### src/rtl/keypad_scanner.sv
// keypad_scanner: 4x4 matrix keypad scanner with scan-based press/release debounce.
// Single-key only: a scan showing two or more keys never yields a new key.
module keypad_scanner #(
    parameter int SCAN_DIV       = 100000,
    parameter int DEBOUNCE_SCANS = 4
) (
    input  logic       clk,
    input  logic       rst,
    output logic [3:0] col,
    input  logic [3:0] row,
    output logic [3:0] key_code,
    output logic       key_valid,
    output logic       key_held
);
    localparam int         DW = $clog2(SCAN_DIV);
    localparam logic [3:0] DB = 4'(DEBOUNCE_SCANS);

    typedef enum logic [1:0] {IDLE, DEBOUNCE, PRESSED, RELEASE} state_t;
    typedef enum logic [1:0] {NONE, SINGLE, MULTI} scan_t;

    logic [3:0]    row_s1_q, row_s2_q;
    logic [1:0]    col_idx_q, col_idx_d;
    logic [DW-1:0] dwell_q, dwell_d;
    logic [3:0]    col_q, col_d;
    logic [15:0]   hits_q, hits_d;
    state_t        state_q, state_d;
    logic [3:0]    cnt_q, cnt_d;
    logic [3:0]    cand_q, cand_d;
    logic [3:0]    key_code_q, key_code_d;
    logic          key_valid_q, key_valid_d;
    logic          key_held_q, key_held_d;

    logic          last, scan_done;
    logic [15:0]   cur_hits, scan_hits;
    logic [4:0]    nhit;
    logic [3:0]    code, cnt_inc;
    scan_t         cls;

    assign col       = col_q;
    assign key_code  = key_code_q;
    assign key_valid = key_valid_q;
    assign key_held  = key_held_q;

    // Column scan timing and per-scan hit accumulation, indexed {row, col}.
    always_comb begin
        last      = dwell_q == DW'(SCAN_DIV - 1);
        scan_done = last && col_idx_q == 2'd3;
        dwell_d   = last ? '0 : dwell_q + DW'(1);
        col_idx_d = last ? col_idx_q + 2'd1 : col_idx_q;
        col_d     = last ? ~(4'b0001 << col_idx_d) : col_q;
        cur_hits  = '0;
        for (int r = 0; r < 4; r++)
            cur_hits[r*4 + int'(col_idx_q)] = ~row_s2_q[r];
        scan_hits = hits_q | cur_hits;
        hits_d    = last ? (scan_done ? '0 : scan_hits) : hits_q;
        nhit      = '0;
        code      = '0;
        for (int i = 0; i < 16; i++)
            if (scan_hits[i]) begin
                nhit = nhit + 5'd1;
                code = 4'(i);
            end
        cls     = nhit == 5'd0 ? NONE : nhit == 5'd1 ? SINGLE : MULTI;
        cnt_inc = cnt_q == 4'hF ? cnt_q : cnt_q + 4'd1;
    end

    // Debounce state machine, advanced only on completed scans.
    always_comb begin
        state_d     = state_q;
        cnt_d       = cnt_q;
        cand_d      = cand_q;
        key_code_d  = key_code_q;
        key_valid_d = 1'b0;
        key_held_d  = key_held_q;
        if (scan_done) begin
            case (state_q)
                IDLE:
                    if (cls == SINGLE) begin
                        cand_d  = code;
                        cnt_d   = 4'd1;
                        state_d = DEBOUNCE;
                        if (DB == 4'd1) begin
                            state_d     = PRESSED;
                            key_code_d  = code;
                            key_valid_d = 1'b1;
                            key_held_d  = 1'b1;
                        end
                    end
                DEBOUNCE:
                    if (cls != SINGLE) begin
                        state_d = IDLE;
                        cnt_d   = '0;
                    end else if (code != cand_q) begin
                        cand_d = code;
                        cnt_d  = 4'd1;
                    end else begin
                        cnt_d = cnt_inc;
                        if (cnt_inc >= DB) begin
                            state_d     = PRESSED;
                            key_code_d  = cand_q;
                            key_valid_d = 1'b1;
                            key_held_d  = 1'b1;
                        end
                    end
                PRESSED:
                    if (cls == NONE) begin
                        cnt_d   = 4'd1;
                        state_d = RELEASE;
                        if (DB == 4'd1) begin
                            state_d    = IDLE;
                            cnt_d      = '0;
                            key_held_d = 1'b0;
                        end
                    end
                default:
                    if (cls == NONE) begin
                        cnt_d = cnt_inc;
                        if (cnt_inc >= DB) begin
                            state_d    = IDLE;
                            cnt_d      = '0;
                            key_held_d = 1'b0;
                        end
                    end else begin
                        state_d = PRESSED;
                        cnt_d   = '0;
                    end
            endcase
        end
    end

    always_ff @(posedge clk or negedge rst) begin
        if (!rst) begin
            row_s1_q    <= 4'hF;
            row_s2_q    <= 4'hF;
            col_idx_q   <= '0;
            dwell_q     <= '0;
            col_q       <= 4'b1110;
            hits_q      <= '0;
            state_q     <= IDLE;
            cnt_q       <= '0;
            cand_q      <= '0;
            key_code_q  <= '0;
            key_valid_q <= 1'b0;
            key_held_q  <= 1'b0;
        end else begin
            row_s1_q    <= row;
            row_s2_q    <= row_s1_q;
            col_idx_q   <= col_idx_d;
            dwell_q     <= dwell_d;
            col_q       <= col_d;
            hits_q      <= hits_d;
            state_q     <= state_d;
            cnt_q       <= cnt_d;
            cand_q      <= cand_d;
            key_code_q  <= key_code_d;
            key_valid_q <= key_valid_d;
            key_held_q  <= key_held_d;
        end
    end
endmodule

### config.mk
export PLATFORM = sky130hd
export DESIGN_NAME = keypad_scanner
export DESIGN_NICKNAME = d
export VERILOG_FILES = /design/src/rtl/keypad_scanner.sv
export SDC_FILE = /design/constraint.sdc
export NUM_CORES = 1
export LEC_CHECK = 0
export ABC_AREA = 0
export BUFFER_PORTS_ARGS = -buffer_cell sky130_fd_sc_hd__buf_2
export CORE_ASPECT_RATIO = 0.75
export CORE_MARGIN = 3
export CORE_UTILIZATION = 58
export CTS_BUF_LIST = sky130_fd_sc_hd__clkbuf_4
export DETAILED_ROUTE_END_ITERATION = 7
export HOLD_SLACK_MARGIN = 0.08
export PLACE_DENSITY = 0.75
export SLEW_MARGIN = 20
export SYNTH_ARGS = -nofsm -noshare
export SYNTH_HDL_FRONTEND = slang
export SYNTH_SLANG_ARGS = --single-unit
### constraint.sdc
create_clock -name clk -period 12.7 [get_ports clk]
set_input_delay 2.54 -clock clk [delete_from_list [all_inputs] [get_ports clk]]
set_output_delay 2.54 -clock clk [all_outputs]
set_load 0.05 [all_outputs]
==> results, run 1 <==
- The core area is 8200 µm².
- Setup repair after global routing left no endpoint under its margin.
- The final net count is 605.
- The synthesized design contains 63 register bits.
- After routing, the total negative slack on setup checks comes to 0 ns.
- After detailed routing, the total wire length is 11000 µm.
- The die is 114 µm wide.
- The height of the die is 87.0 µm.
- STA classifies the critical path startpoint as a flip-flop.
- Relative to the synthesized area, the layout overhead comes to 6.68%.
- The worst hold path class is flip-flop to flip-flop.
- In this run the static leakage power is 2.42 nW.
- In the routed layout, each cell is associated on average with a via count of 6.14.
- The initial utilization of the core area, before any placement, comes to 61.9%.
- After clock tree synthesis, the setup repair step added 0 buffers.
- The number of buffers added by the clock tree synthesis step is 9.
- The count of nets left with antenna violations after detail routing is 0.
- The post-synthesis async set-or-reset flop share is 100%.
- During I/O placement, the number of pins put on the boundary was 16.
- The launching point of the worst reg2reg path is col_idx_q[0].
- Entering global routing, the biggest net connects 64 pins.
- STA puts the critical path data required time at 12.99 ns.
- The largest single stage delay on the critical path is 0.62 ns.
- The post-synthesis area per instance is 9.01 µm².
- The overall die area is 9920 µm².
- Between clock sinks in the finished design, the worst skew comes to 0.0125 ns.
- Across the run, the number of max-cap violations was 0.
- The final worst-path cycle share is 92.4%.
- The clock latency on the worst-skew pair is 0.40 ns.
- The number of antenna repair diodes is 0.
- The endpoint identified for the worst register-to-register timing path is cand_q[3].
- Yosys mapped a number of flops with a built-in enable equal to 0.
- The number of max-slew violations in the final report is 0.
- Counting distinct cell types in the post-synthesis netlist gives 87.
- The H-tree generated during clock tree synthesis spans 3 levels.
- The cell count after synthesis came out at 563.
- The most used flip-flop cell after synthesis is sky130_fd_sc_hd__dfrtp_1.
- The count of endpoints failing setup in the final report is 0.
- The layout has 677 filler cells.
- The tree is rooted in a sky130_fd_sc_hd__clkbuf_4.
- The wire length per cell after detailed routing is 16.1 µm.
- Synthesis produced a netlist with a net count of 593.
- The floorplan has 28 rows.
- Cells with a size suffix above 1 make up 17.1% of the layout.
- The number of detailed-routing iterations run before antenna repair is 5.
- The detailed placement HPWL is 8360 µm.
- Once placement completed, the tool counted placed cells totaling 669.
- The filler-free cell count of the finished design is 685.
- TritonCTS built the clock tree.
- The shortest period the worst path allows is 11.74 ns.
- The first-pass GRT wire length is 19100 µm.
- During placement, the flow inserted port buffers numbering 15.
- The cell depth of the worst min-delay path is 0.
- The number of antenna violations at the first check in global routing is 0.
- After clock tree synthesis, the clock-pin slew on the worst setup and hold paths is 0.11 ns.
- At the end of routability-driven placement, the weighted congestion stood at 0.963.
- The slew of the pin with the lowest slew margin is 0.921 ns.
- The slowest stage of the critical path belongs to the cell sky130_fd_sc_hd__or4_4.
- The biggest fanout along the worst timing path is 12.
- Across every metal layer, demand over resource in global routing totals 23.6%.
- The share of the yosys chip area belonging to registers is 31.3%.
- The number of hold buffers added after CTS is 0.
- The critical path is of the flip-flop to flip-flop type.
- Summing every instance area after synthesis gives 5070 µm².
- Detailed routing inserted a total of 4204 vias.
- After the first detailed-routing iteration, the DRC count stood at 316.
- The CTS sink count is 63.
- For this design the ratio of total power to cell area is 73.7 nW/µm².
- The clock passes through at most 2 buffers.
- The remaining max-slew budget at the tightest pin is 38.6%.
- After detailed routing, the number of remaining DRC violations is 0.
- The flow ran to the end, and the final reports show no timing, DRC or antenna violations.
- The depth of the worst register-to-register path is 56.
- Data arrives at the worst endpoint at 12.02 ns.
- In the layout the commonest cells are sky130_fd_sc_hd__nor2_1, sky130_fd_sc_hd__dfrtp_1, sky130_fd_sc_hd__nand2_1.
- The worst-case register-to-register setup slack is 0.96 ns.
- The Yosys step of the flow raised 0 warnings.
- The commonest non-fill, non-tap cell in the layout is sky130_fd_sc_hd__nor2_1.
- The via count of the first global-routing pass is 3970.
- The type of destination of the critical path is a flip-flop.
- Overall power consumption after layout is estimated at 399 µW.
- The startpoint identified for the worst hold timing path is row_s1_q[3].
- The hold violation count in the final report is 0.
- The maximum resistive drop on vdd is 0.0741 mV.
- The leftover overflow at the end of global routing is 0.
- For this run, the top clock speed supported by timing is 85.2 MHz.
- By instance count, the cell type seen most on the critical path is sky130_fd_sc_hd__ha_1.
- The path with the worst hold slack has its endpoint at row_s2_q[3].
report_power, final:
part	internal, mW	total (mW)	leakage, nW	switching, mW
combinational	0.0237	0.0571	1.51	0.0333
clock	0.0649	0.138	0.0812	0.0733
sequential	0.203	0.204	0.827	0.000957
metrics by stage:
| stage | setup WS (ns) | cell area (µm²) | hold WS [ns] | util, % |
|---|---|---|---|---|
| CTS | 0.734 | 5370 | 0.362 | 65.5 |
| detailed placement | 0.782 | 5230 | 0.347 | 63.8 |
| finish | 0.965 | 5410 | 0.361 | 66.0 |
| floorplan | 2.04 | 5070 | 0.345 | - |
| global route | 0.0445 | 5410 | 0.363 | 66.0 |
| global placement | 1.30 | 5230 | 0.346 | 63.8 |
layer usage:
layer	part of all wire, %	up-vias	global-route usage [%]
li1	-	2074	-
met1	51	2016	35.9
met2	44	106	35.6
met3	4.3	8	3.40
met4	0.65	0	5.83
met5	0	-	0
critical path: cells and delay by family (launching register included):
kind                     cells  cell delay, ns
XOR/XNOR                     1            0.17
AO/OA/AOI/OAI               14            2.67
AND/OR/NAND/NOR             16            2.38
adder cells (fa/ha/maj)     15            4.37
buffers and inverters        5            0.48
flip-flops                   1            0.45
multiplexers                 5            1.07
kinds of logic (layout without fill, tap and decap cells):
logic type	count (synthesis)	count (layout)	synth area share (%)
adder cells (fa/ha/maj)	24	24	5.92
XOR/XNOR	62	62	13.6
flip-flops	63	63	31.3
AO/OA/AOI/OAI	135	135	18.2
AND/OR/NAND/NOR	217	217	23.0
multiplexers	23	23	5.00
buffers and inverters	39	56	2.96
layout make-up:
cell class | count | area, µm² | area share, %
Timing Repair Buffer | 17 | 90.1 | 1.66
Sequential cell | 63 | 1590 | 29.4
Clock inverter | 5 | 57.6 | 1.06
Clock buffer | 11 | 82.6 | 1.53
Inverter | 23 | 86.3 | 1.59
Tap cell | 105 | 131 | 2.43
Multi-Input combinational cell | 461 | 3380 | 62.4
state kept, by name, summed over array words and instances (netlist names):
signal,cells
key_valid,1
cand_q,4
state_q,2
col_idx_q,2
key_held,1
row_s2_q,4
col,4
hits_q,16
cnt_q,4
dwell_q,17
key_code,4
row_s1_q,4
Yosys cell counts, types with 7 or more instances:
cell                       number  share of area (%)
sky130_fd_sc_hd__inv_1         19                1.4
sky130_fd_sc_hd__clkbuf_1      12               0.89
sky130_fd_sc_hd__nand3_1       14                1.4
sky130_fd_sc_hd__dfstp_2       11                5.7
sky130_fd_sc_hd__ha_1          24                5.9
sky130_fd_sc_hd__a21o_1         8                1.2
sky130_fd_sc_hd__nand2b_1       7               0.86
sky130_fd_sc_hd__nor3_1        10               0.99
sky130_fd_sc_hd__nor4_1         7               0.86
sky130_fd_sc_hd__nand2_1       39                2.9
sky130_fd_sc_hd__xor2_1        15                2.6
sky130_fd_sc_hd__nand4_1       12                1.5
sky130_fd_sc_hd__xnor2_1       35                6.0
sky130_fd_sc_hd__dfrtp_1       52                 26
sky130_fd_sc_hd__a21oi_1       25                2.5
sky130_fd_sc_hd__and2_1        11                1.4
sky130_fd_sc_hd__nor2_1        62                4.6
sky130_fd_sc_hd__mux2i_1       13                2.6
sky130_fd_sc_hd__nor2b_1        7               0.86
sky130_fd_sc_hd__or2_2          8               0.99
sky130_fd_sc_hd__a31oi_1       21                2.6
sky130_fd_sc_hd__o21ai_0       22                2.2
repair_timing:
item,CTS,global route
setup endpoints to repair,0,16
endpoints found under the hold margin,0,0
gates resized for setup,0,9
how the worst max path moves through the flow:
stage                      start  cells past startpoint   endpoint
finish              col_idx_q[0]                     56  cand_q[3]
floorplan           col_idx_q[1]                     58  cand_q[0]
CTS                 col_idx_q[0]                     56  cand_q[1]
global route        col_idx_q[0]                     56   cnt_q[0]
detailed placement  col_idx_q[0]                     56  cand_q[1]
global placement    col_idx_q[0]                     56  cand_q[3]
(Power assumes the default switching activity.)
==> run 2, diff against run 1 <==
--- a/config.mk
+++ b/config.mk
@@ -7,13 +7,15 @@
 export LEC_CHECK = 0
 export ABC_AREA = 0
 export BUFFER_PORTS_ARGS = -buffer_cell sky130_fd_sc_hd__buf_2
+export CELL_PAD_IN_SITES_DETAIL_PLACEMENT = 0
+export CELL_PAD_IN_SITES_GLOBAL_PLACEMENT = 2
 export CORE_ASPECT_RATIO = 0.75
 export CORE_MARGIN = 3
-export CORE_UTILIZATION = 58
+export CORE_UTILIZATION = 37
 export CTS_BUF_LIST = sky130_fd_sc_hd__clkbuf_4
 export DETAILED_ROUTE_END_ITERATION = 7
 export HOLD_SLACK_MARGIN = 0.08
-export PLACE_DENSITY = 0.75
+export PLACE_DENSITY_LB_ADDON = 0.1
 export SLEW_MARGIN = 20
 export SYNTH_ARGS = -nofsm -noshare
 export SYNTH_HDL_FRONTEND = slang
==> constraint.sdc (replaced) <==
create_clock -name clk -period 10.55 [get_ports clk]
set_input_delay 2.11 -clock clk [delete_from_list [all_inputs] [get_ports clk]]
set_output_delay 2.11 -clock clk [all_outputs]
set_load 0.05 [all_outputs]
==> run 2 against run 1 <==
Net effect:
- clock skew rose by 0.011 ns
- non-clock buffer count rose by 41
- largest cell class unchanged
- count of clock-buffer cells in the layout fell by 2
- critical path type unchanged
- critical endpoint is now key_code[3]
- die area rose by 53%
- critical path depth rose by 2
- sequential power rose by 20%
==> results, run 2 (synthesis results as in run 1) <==
- The register clock-pin slew on the reported worst setup and hold paths is 0.13 ns (+0.02 ns).
- The top-level I/O count is 16 (unchanged).
- The library cells used most frequently in the layout, excluding fill and tap cells, are sky130_fd_sc_hd__nor2_1, sky130_fd_sc_hd__dfrtp_1, sky130_fd_sc_hd__buf_4.
- The via count of the first global-routing pass was 4222 (+6.3%).
- The slew of the pin with the lowest slew margin is 0.990 ns (+0.0690 ns).
- The clock latency on the worst-skew pair is 0.40 ns (about the same).
- The critical path data required time is 10.83 ns (-2.16 ns).
- The top achievable clock speed is 98.9 MHz (+16%).
- The commonest non-fill, non-tap cell in the layout is sky130_fd_sc_hd__nor2_1.
- The number of antenna repair diodes is 0 (unchanged).
- The worst register-to-register path begins at col_idx_q[0].
- The power share of the combinational group is 16.9% (+2.6 points).
- The first-pass GRT wire length is 21600 µm (+13%).
- The shortest period the worst path allows is 10.11 ns (-1.63 ns).
- The number of violations of the max-capacitance limit is 0 (unchanged).
- The switching power is 142 µW (+32%).
- The average via count per standard cell was 5.47 (-11%).
- The number of antenna violations at the first check in global routing is 0 (unchanged).
- The maximum resistive drop on vdd came to 0.0816 mV (+10%).
- The height of the die was 107 µm (+23%).
- The endpoint of the worst hold-timing path is row_s2_q[2].
- The type of destination of the critical path is a flip-flop.
- The detailed router's first-iteration violation count is 222 (-30%).
- The depth of the worst register-to-register path is 58 (+3.6%).
- The fill cell instance count of the final layout is 1292 (+91%).
- The capturing point of the worst reg2reg path is key_code[3].
- The number of max-slew violations in the final report came to 0 (unchanged).
- The count of nets left with antenna violations after detail routing came to 0 (unchanged).
- The total detailed-routing wirelength was 12800 µm (+16%).
- The worst-case register-to-register setup slack is 0.44 ns (-0.52 ns).
- The sum of negative setup slack is 0 ns (unchanged).
- The flip-flop count of the largest register, all copies and words added is 17 (unchanged).
- The hold violation count in the final report came to 0 (unchanged).
- The origin of the worst min-delay path is row_s1_q[2].
- The leftover overflow at the end of global routing is 0 (unchanged).
- The wire length per cell after detailed routing is 16.2 µm (+0.67%).
- The leakage power total came to 2.65 nW (+9.7%).
- The worst clock skew is 0.0232 ns (+0.0107 ns).
- The count of endpoints failing setup in the final report is 0 (unchanged).
- The initial core utilization is 38.5% (-23 points).
- The remaining max-slew budget at the tightest pin is 32.3% (-6.3 points).
- The synthesis-to-finish area growth is 18.8%.
- The share of power burned in registers is 46.8% (-4.3 points).
- The share of layout cells above drive strength 1 is 27.4% (+10 points).
- The top register by number of flip-flops is dwell_q.
- The number of detailed-routing iterations run before antenna repair was 5 (unchanged).
- The via count is 4336 (+3.1%).
- The pre-CTS worst setup slack came to -0.224 ns (-1.01 ns).
- The final net count is 646 (+6.8%).
- The number of buffers added by the clock tree synthesis step is 9 (unchanged).
- The buffer depth of the longest clock path came to 2 (unchanged).
- The TritonCTS clock tree is yes.
- The number of I/O port buffers is 15 (unchanged).
- The power per standard cell area is 87.0 nW/µm² (+18%).
- The final worst-path cycle share is 95.8% (+3.4 points).
- The flow ran to the end, and the final reports show no timing, DRC or antenna violations.
- The arrival time of data at the critical path endpoint is 10.39 ns (-1.63 ns).
- Among the stages of the critical path, the cell type that occurs most often is sky130_fd_sc_hd__ha_1.
- Clock tree synthesis selected as its root buffer the cell sky130_fd_sc_hd__clkbuf_4.
- The proportion of total power due to net switching is 27.1% (+0.19 points).
- The critical path's largest stage delay is 0.47 ns (-0.15 ns).
- The number of H-tree branching levels is 3 (unchanged).
- The area used by sequential logic in the layout is 1590 µm² (about the same).
- The number of rows in the core area is 36 (+29%).
- The share of total power in the clock network came to 36.3% (+1.7 points).
- The cell depth of the worst min-delay path is 0 (unchanged).
- The number of design rule violations left after detail routing is 0 (unchanged).
- The tightest min-delay check is of the flip-flop to flip-flop type.
- The overall die area was 15200 µm² (+53%).
- The design internal power is 382 µW (+31%).
- The final worst slack is 0.440 ns (-0.525 ns).
- The routability congestion estimate is 0.866 (-10%).
- The detailed placement HPWL is 9560 µm (+14%).
- For this design, the slowest cell found on the critical path is sky130_fd_sc_hd__dfrtp_2.
- The setup path with the least slack is of type flip-flop to flip-flop.
- The horizontal die dimension was 141 µm (+24%).
- The CTS sink count is 63 (unchanged).
- The biggest fanout along the worst timing path was 7 (-5).
- In the final layout, the registers with the most flip-flops are dwell_q: 17 flops, hits_q: 16 flops.
- The largest net degree at the start of global routing is 64 (unchanged).
- The area used by multi-input combinational logic is 3570 µm² (+5.9%).
- The core area was 13200 µm² (+61%).
- The overall global routing resource usage came to 17.4% (-6.2 points).
- STA classifies the critical path startpoint as a flip-flop.
run 2: changes by cell type in the layout (fill, tap and decap cells not counted), sizes merged:
cell | before | now
clkinvlp | 0 | 2
buf | 17 | 58
clkinv | 5 | 4
clkbuf | 11 | 9
bufinv | 1 | 2
run 2: power by group through the flow:
stage	combinational, mW	sequential (mW)	clock [mW]
after detailed placement	0.0732	0.250	0
after global placement	0.0726	0.250	0
after global routing	0.0988	0.246	0.211
after floorplan	0.0514	0.250	0
after CTS	0.0756	0.245	0.199
final	0.0887	0.245	0.190
run 2: worst max path at each step:
stage          slack [ns]    startpoint  cells after the start           to
2_1_floorplan        0.04  col_idx_q[0]                     58    cand_q[0]
3_3_place_gp         0.09  col_idx_q[0]                     56   state_q[0]
6_report             0.44  col_idx_q[0]                     58  key_code[3]
3_5_place_dp        -0.22  col_idx_q[0]                     58  key_code[3]
4_1_cts              0.02  col_idx_q[0]                     58  key_code[3]
5_1_grt             -0.13  col_idx_q[0]                     58  key_code[2]
run 2: layout make-up:
| class | instances | share of cell area [%] |
|---|---|---|
| tap | 171 | 3.55 |
| timing repair buffer | 58 | 6.60 |
| sequential | 63 | 26.4 |
| inverter | 23 | 1.43 |
| multi-input combinational | 461 | 59.3 |
| clock inverter | 7 | 1.60 |
| clock buffer | 9 | 1.12 |
run 2: metrics by stage:
stage                     cell area, µm²  util (%)  power, mW  std cells  hold WS [ns]
after CTS                           5760      43.6      0.520        784         0.363
final                               6030      45.7      0.524        792         0.361
after global placement              5520      41.8      0.322        761         0.345
after floorplan                     5080         -      0.301        563         0.345
after detailed placement            5520      41.8      0.323        761         0.347
after global routing                6030      45.7      0.555        792         0.367
run 2: routing by layer:
layer  wire (µm)  global-route usage (%)  vias to the layer above
li1            -                       -                     2160
met1        6850                    26.8                     2096
met2        5470                    25.8                       68
met3         347                    2.04                       12
met4         135                    4.29                        0
met5           0                       0                        -
run 2: repair_timing:
action / CTS / global route
endpoints found under the setup margin: 16 / 16
hold buffers: 0 / 0
pin swaps: 2 / 15
gates resized for setup: 5 / 44
buffers inserted: 7 / 8
run 2: worst max-delay path: cells and delay by family (launching register included):
family	cells	cell delay (ns)
compound gates	12	1.73
fa+ha+maj	15	3.73
buf+inv	8	0.88
xor+xnor	1	0.13
simple gates	18	2.21
flops	1	0.47
mux	4	0.82
==> run 3, diff against run 2 <==
--- a/config.mk
+++ b/config.mk
@@ -10,7 +10,6 @@
 export CELL_PAD_IN_SITES_DETAIL_PLACEMENT = 0
 export CELL_PAD_IN_SITES_GLOBAL_PLACEMENT = 2
 export CORE_ASPECT_RATIO = 0.75
-export CORE_MARGIN = 3
 export CORE_UTILIZATION = 37
 export CTS_BUF_LIST = sky130_fd_sc_hd__clkbuf_4
 export DETAILED_ROUTE_END_ITERATION = 7
==> run 3 against run 2 <==
Net effect:
- count of clock-buffer cells in the layout did not move
- combinational power fell by 3.0%
- register-to-register slack about the same
- clock power down 25%
- largest cell class unchanged
==> results, run 3 (synthesis results as in run 1) <==
- The startpoint identified for the worst hold timing path is row_s1_q[1].
- The count of endpoints failing setup in the final report is 0 (unchanged).
- The top achievable clock speed was 98.9 MHz (about the same).
- The leakage power total is 2.64 nW (-0.23%).
- The remaining max-slew budget at the tightest pin is 42.1% (+9.8 points).
- The TritonCTS clock tree is yes.
- The sum of negative setup slack is 0 ns (unchanged).
- The shortest period the worst path allows is 10.11 ns (+0.000450 ns).
- The root buffer cell is sky130_fd_sc_hd__clkbuf_4.
- The post-route cell area is 5950 µm² (-1.2%).
- The most numerous cell type found on the critical path is sky130_fd_sc_hd__ha_1.
- The number of design rule violations left after detail routing is 0 (unchanged).
- The arrival time of data at the critical path endpoint is 10.42 ns (+0.03 ns).
- The number of detailed-routing iterations run before antenna repair was 5 (unchanged).
- The detailed router's first-iteration violation count was 203 (-8.6%).
- The power per standard cell area was 79.5 nW/µm² (-8.6%).
- In the final layout, the registers with the most flip-flops are dwell_q: 17 flops, hits_q: 16 flops.
- The number of I/O port buffers is 15 (unchanged).
- The count of nets left with antenna violations after detail routing is 0 (unchanged).
- The wire length per cell after detailed routing was 16.1 µm (-0.13%).
- The routability congestion estimate is 0.781 (-9.8%).
- The hold violation count in the final report is 0 (unchanged).
- The average via count per standard cell is 5.41 (-1.2%).
- The overall die area was 14200 µm² (-6.5%).
- The via count of the first global-routing pass is 3993 (-5.4%).
- The critical path data required time came to 10.86 ns (+0.03 ns).
- The worst register-to-register path ends at state_q[0].
- The number of antenna repair diodes is 0 (unchanged).
- The detailed placement HPWL was 9600 µm (+0.43%).
- The critical path's largest stage delay is 0.43 ns (-0.04 ns).
- The commonest non-fill, non-tap cell in the layout is sky130_fd_sc_hd__nor2_1.
- The number of max-slew violations in the final report is 0 (unchanged).
- The clock latency on the worst-skew pair is 0.41 ns (about the same).
- The overall power consumption came to 474 µW (-9.7%).
- The via count came to 4305 (-0.71%).
- The total detailed-routing wirelength is 12900 µm (+0.37%).
- The flip-flop count of the largest register, all copies and words added is 17 (unchanged).
- The number of violations of the max-capacitance limit is 0 (unchanged).
- The worst register-to-register path begins at col_idx_q[1].
- The final standard cell utilization of the core is 45.1% (-0.55 points).
- The largest net degree at the start of global routing was 64 (unchanged).
- The top-level I/O count came to 16 (unchanged).
- The initial core utilization is 38.5% (unchanged).
- The height of the die is 103 µm (-3.7%).
- The worst setup path is captured at a flip-flop.
- The horizontal die dimension was 137 µm (-2.8%).
- The run finished with clean final reports.
- The overall global routing resource usage came to 19.0% (+1.5 points).
- The depth of the worst register-to-register path came to 56 (-3.4%).
- The number of hold buffers added after CTS is 0 (unchanged).
- The biggest fanout along the worst timing path is 5 (-2).
- The maximum resistive drop on vdd is 0.0500 mV (-39%).
- The core area is 13200 µm² (unchanged).
- The number of buffers added by the clock tree synthesis step is 9 (unchanged).
- The slew of the pin with the lowest slew margin came to 0.847 ns (-0.143 ns).
- The worst clock skew came to 0.0201 ns (-0.00311 ns).
- The library cells used most frequently in the layout, excluding fill and tap cells, are sky130_fd_sc_hd__nor2_1, sky130_fd_sc_hd__dfrtp_1, sky130_fd_sc_hd__buf_4.
- The worst setup path is launched from a flip-flop.
- The first-pass GRT wire length is 20800 µm (-3.6%).
- The final worst-path cycle share is 95.8% (about the same).
- The register clock-pin slew on the reported worst setup and hold paths is 0.13 ns (about the same).
- The area growth from synthesis to layout is 17.3%.
- The total cell area at the placement stage is 5510 µm² (-0.14%).
- The number of antenna violations at the first check in global routing came to 0 (unchanged).
- By startpoint and endpoint, the worst setup path is classified as flip-flop to flip-flop.
- The worst hold path class is flip-flop to flip-flop.
- The top register by number of flip-flops is dwell_q.
- The critical path starts at col_idx_q[1].
- The share of layout cells above drive strength 1 is 26.7% (-0.66 points).
- The leftover overflow at the end of global routing is 0 (unchanged).
- The cell with the largest stage delay on the worst path is sky130_fd_sc_hd__dfrtp_1.
- The worst-case register-to-register setup slack is 0.44 ns (about the same).
- The final net count is 650 (+0.62%).
- The number of H-tree branching levels is 3 (unchanged).
- The CTS sink count is 63 (unchanged).
- Following the worst setup path forward leads to its endpoint at state_q[0].
- The number of rows in the core area was 36 (unchanged).
- The buffer depth of the longest clock path is 2 (unchanged).
run 3: cell types whose count changed in the layout (fill, tap and decap cells not counted), moves of 3 or more:
| cell | change |
|---|---|
| sky130_fd_sc_hd__nand2_2 | -4 |
| sky130_fd_sc_hd__nand2_1 | +4 |
| sky130_fd_sc_hd__buf_4 | +3 |
| sky130_fd_sc_hd__ha_4 | -3 |
| sky130_fd_sc_hd__ha_1 | +3 |
run 3: stage by stage:
| stage | std cells | worst slack, ns | hold WS [ns] |
|---|---|---|---|
| floorplan | 563 | 0.0356 | 0.345 |
| global placement | 760 | 0.144 | 0.345 |
| detailed placement | 760 | -0.173 | 0.348 |
| CTS | 778 | 0.0156 | 0.369 |
| global route | 796 | -0.0988 | 0.372 |
| finish | 796 | 0.440 | 0.370 |
run 3: worst min path at each step:
stage | endpoint | cells past startpoint
global placement | row_s2_q[0] | 0
finish | row_s2_q[1] | 0
detailed placement | row_s2_q[1] | 0
global route | row_s2_q[1] | 0
floorplan | row_s2_q[0] | 0
CTS | row_s2_q[1] | 0
run 3: layout make-up:
cell class | count | area, µm²
clock inverter | 7 | 46.3
timing repair buffer | 62 | 432
sequential | 63 | 1590
inverter | 23 | 86.3
multi-input combinational | 461 | 3520
fill | 1320 | 7240
tap | 171 | 214
clock buffer | 9 | 67.6
run 3: metal layers:
layer  part of all wire (%)  GRT usage, %  up-vias
met1                     54          29.5     2061
li1                       -             -     2170
met5                      0             0        -
met3                    3.4          3.70        6
met4                   0.44          2.96        0
met2                     42          27.2       68
run 3: power breakdown:
part	total, mW	switching (mW)	internal (mW)
sequential	0.245	0.00101	0.244
clock	0.142	0.0940	0.0483
combinational	0.0860	0.0469	0.0390
run 3: critical path: cells and delay by family (launching register included):
family,cells,cell delay (ns)
buf+inv,7,0.65
flops,1,0.43
fa+ha+maj,15,4.04
simple gates,18,2.42
mux,4,0.84
compound gates,11,1.48
xor+xnor,1,0.14
run 3: timing repair:
action / CTS / global route
buffers inserted: 2 / 18
gates resized for setup: 7 / 35
pin swaps: 0 / 13
setup endpoints to repair: 12 / 16
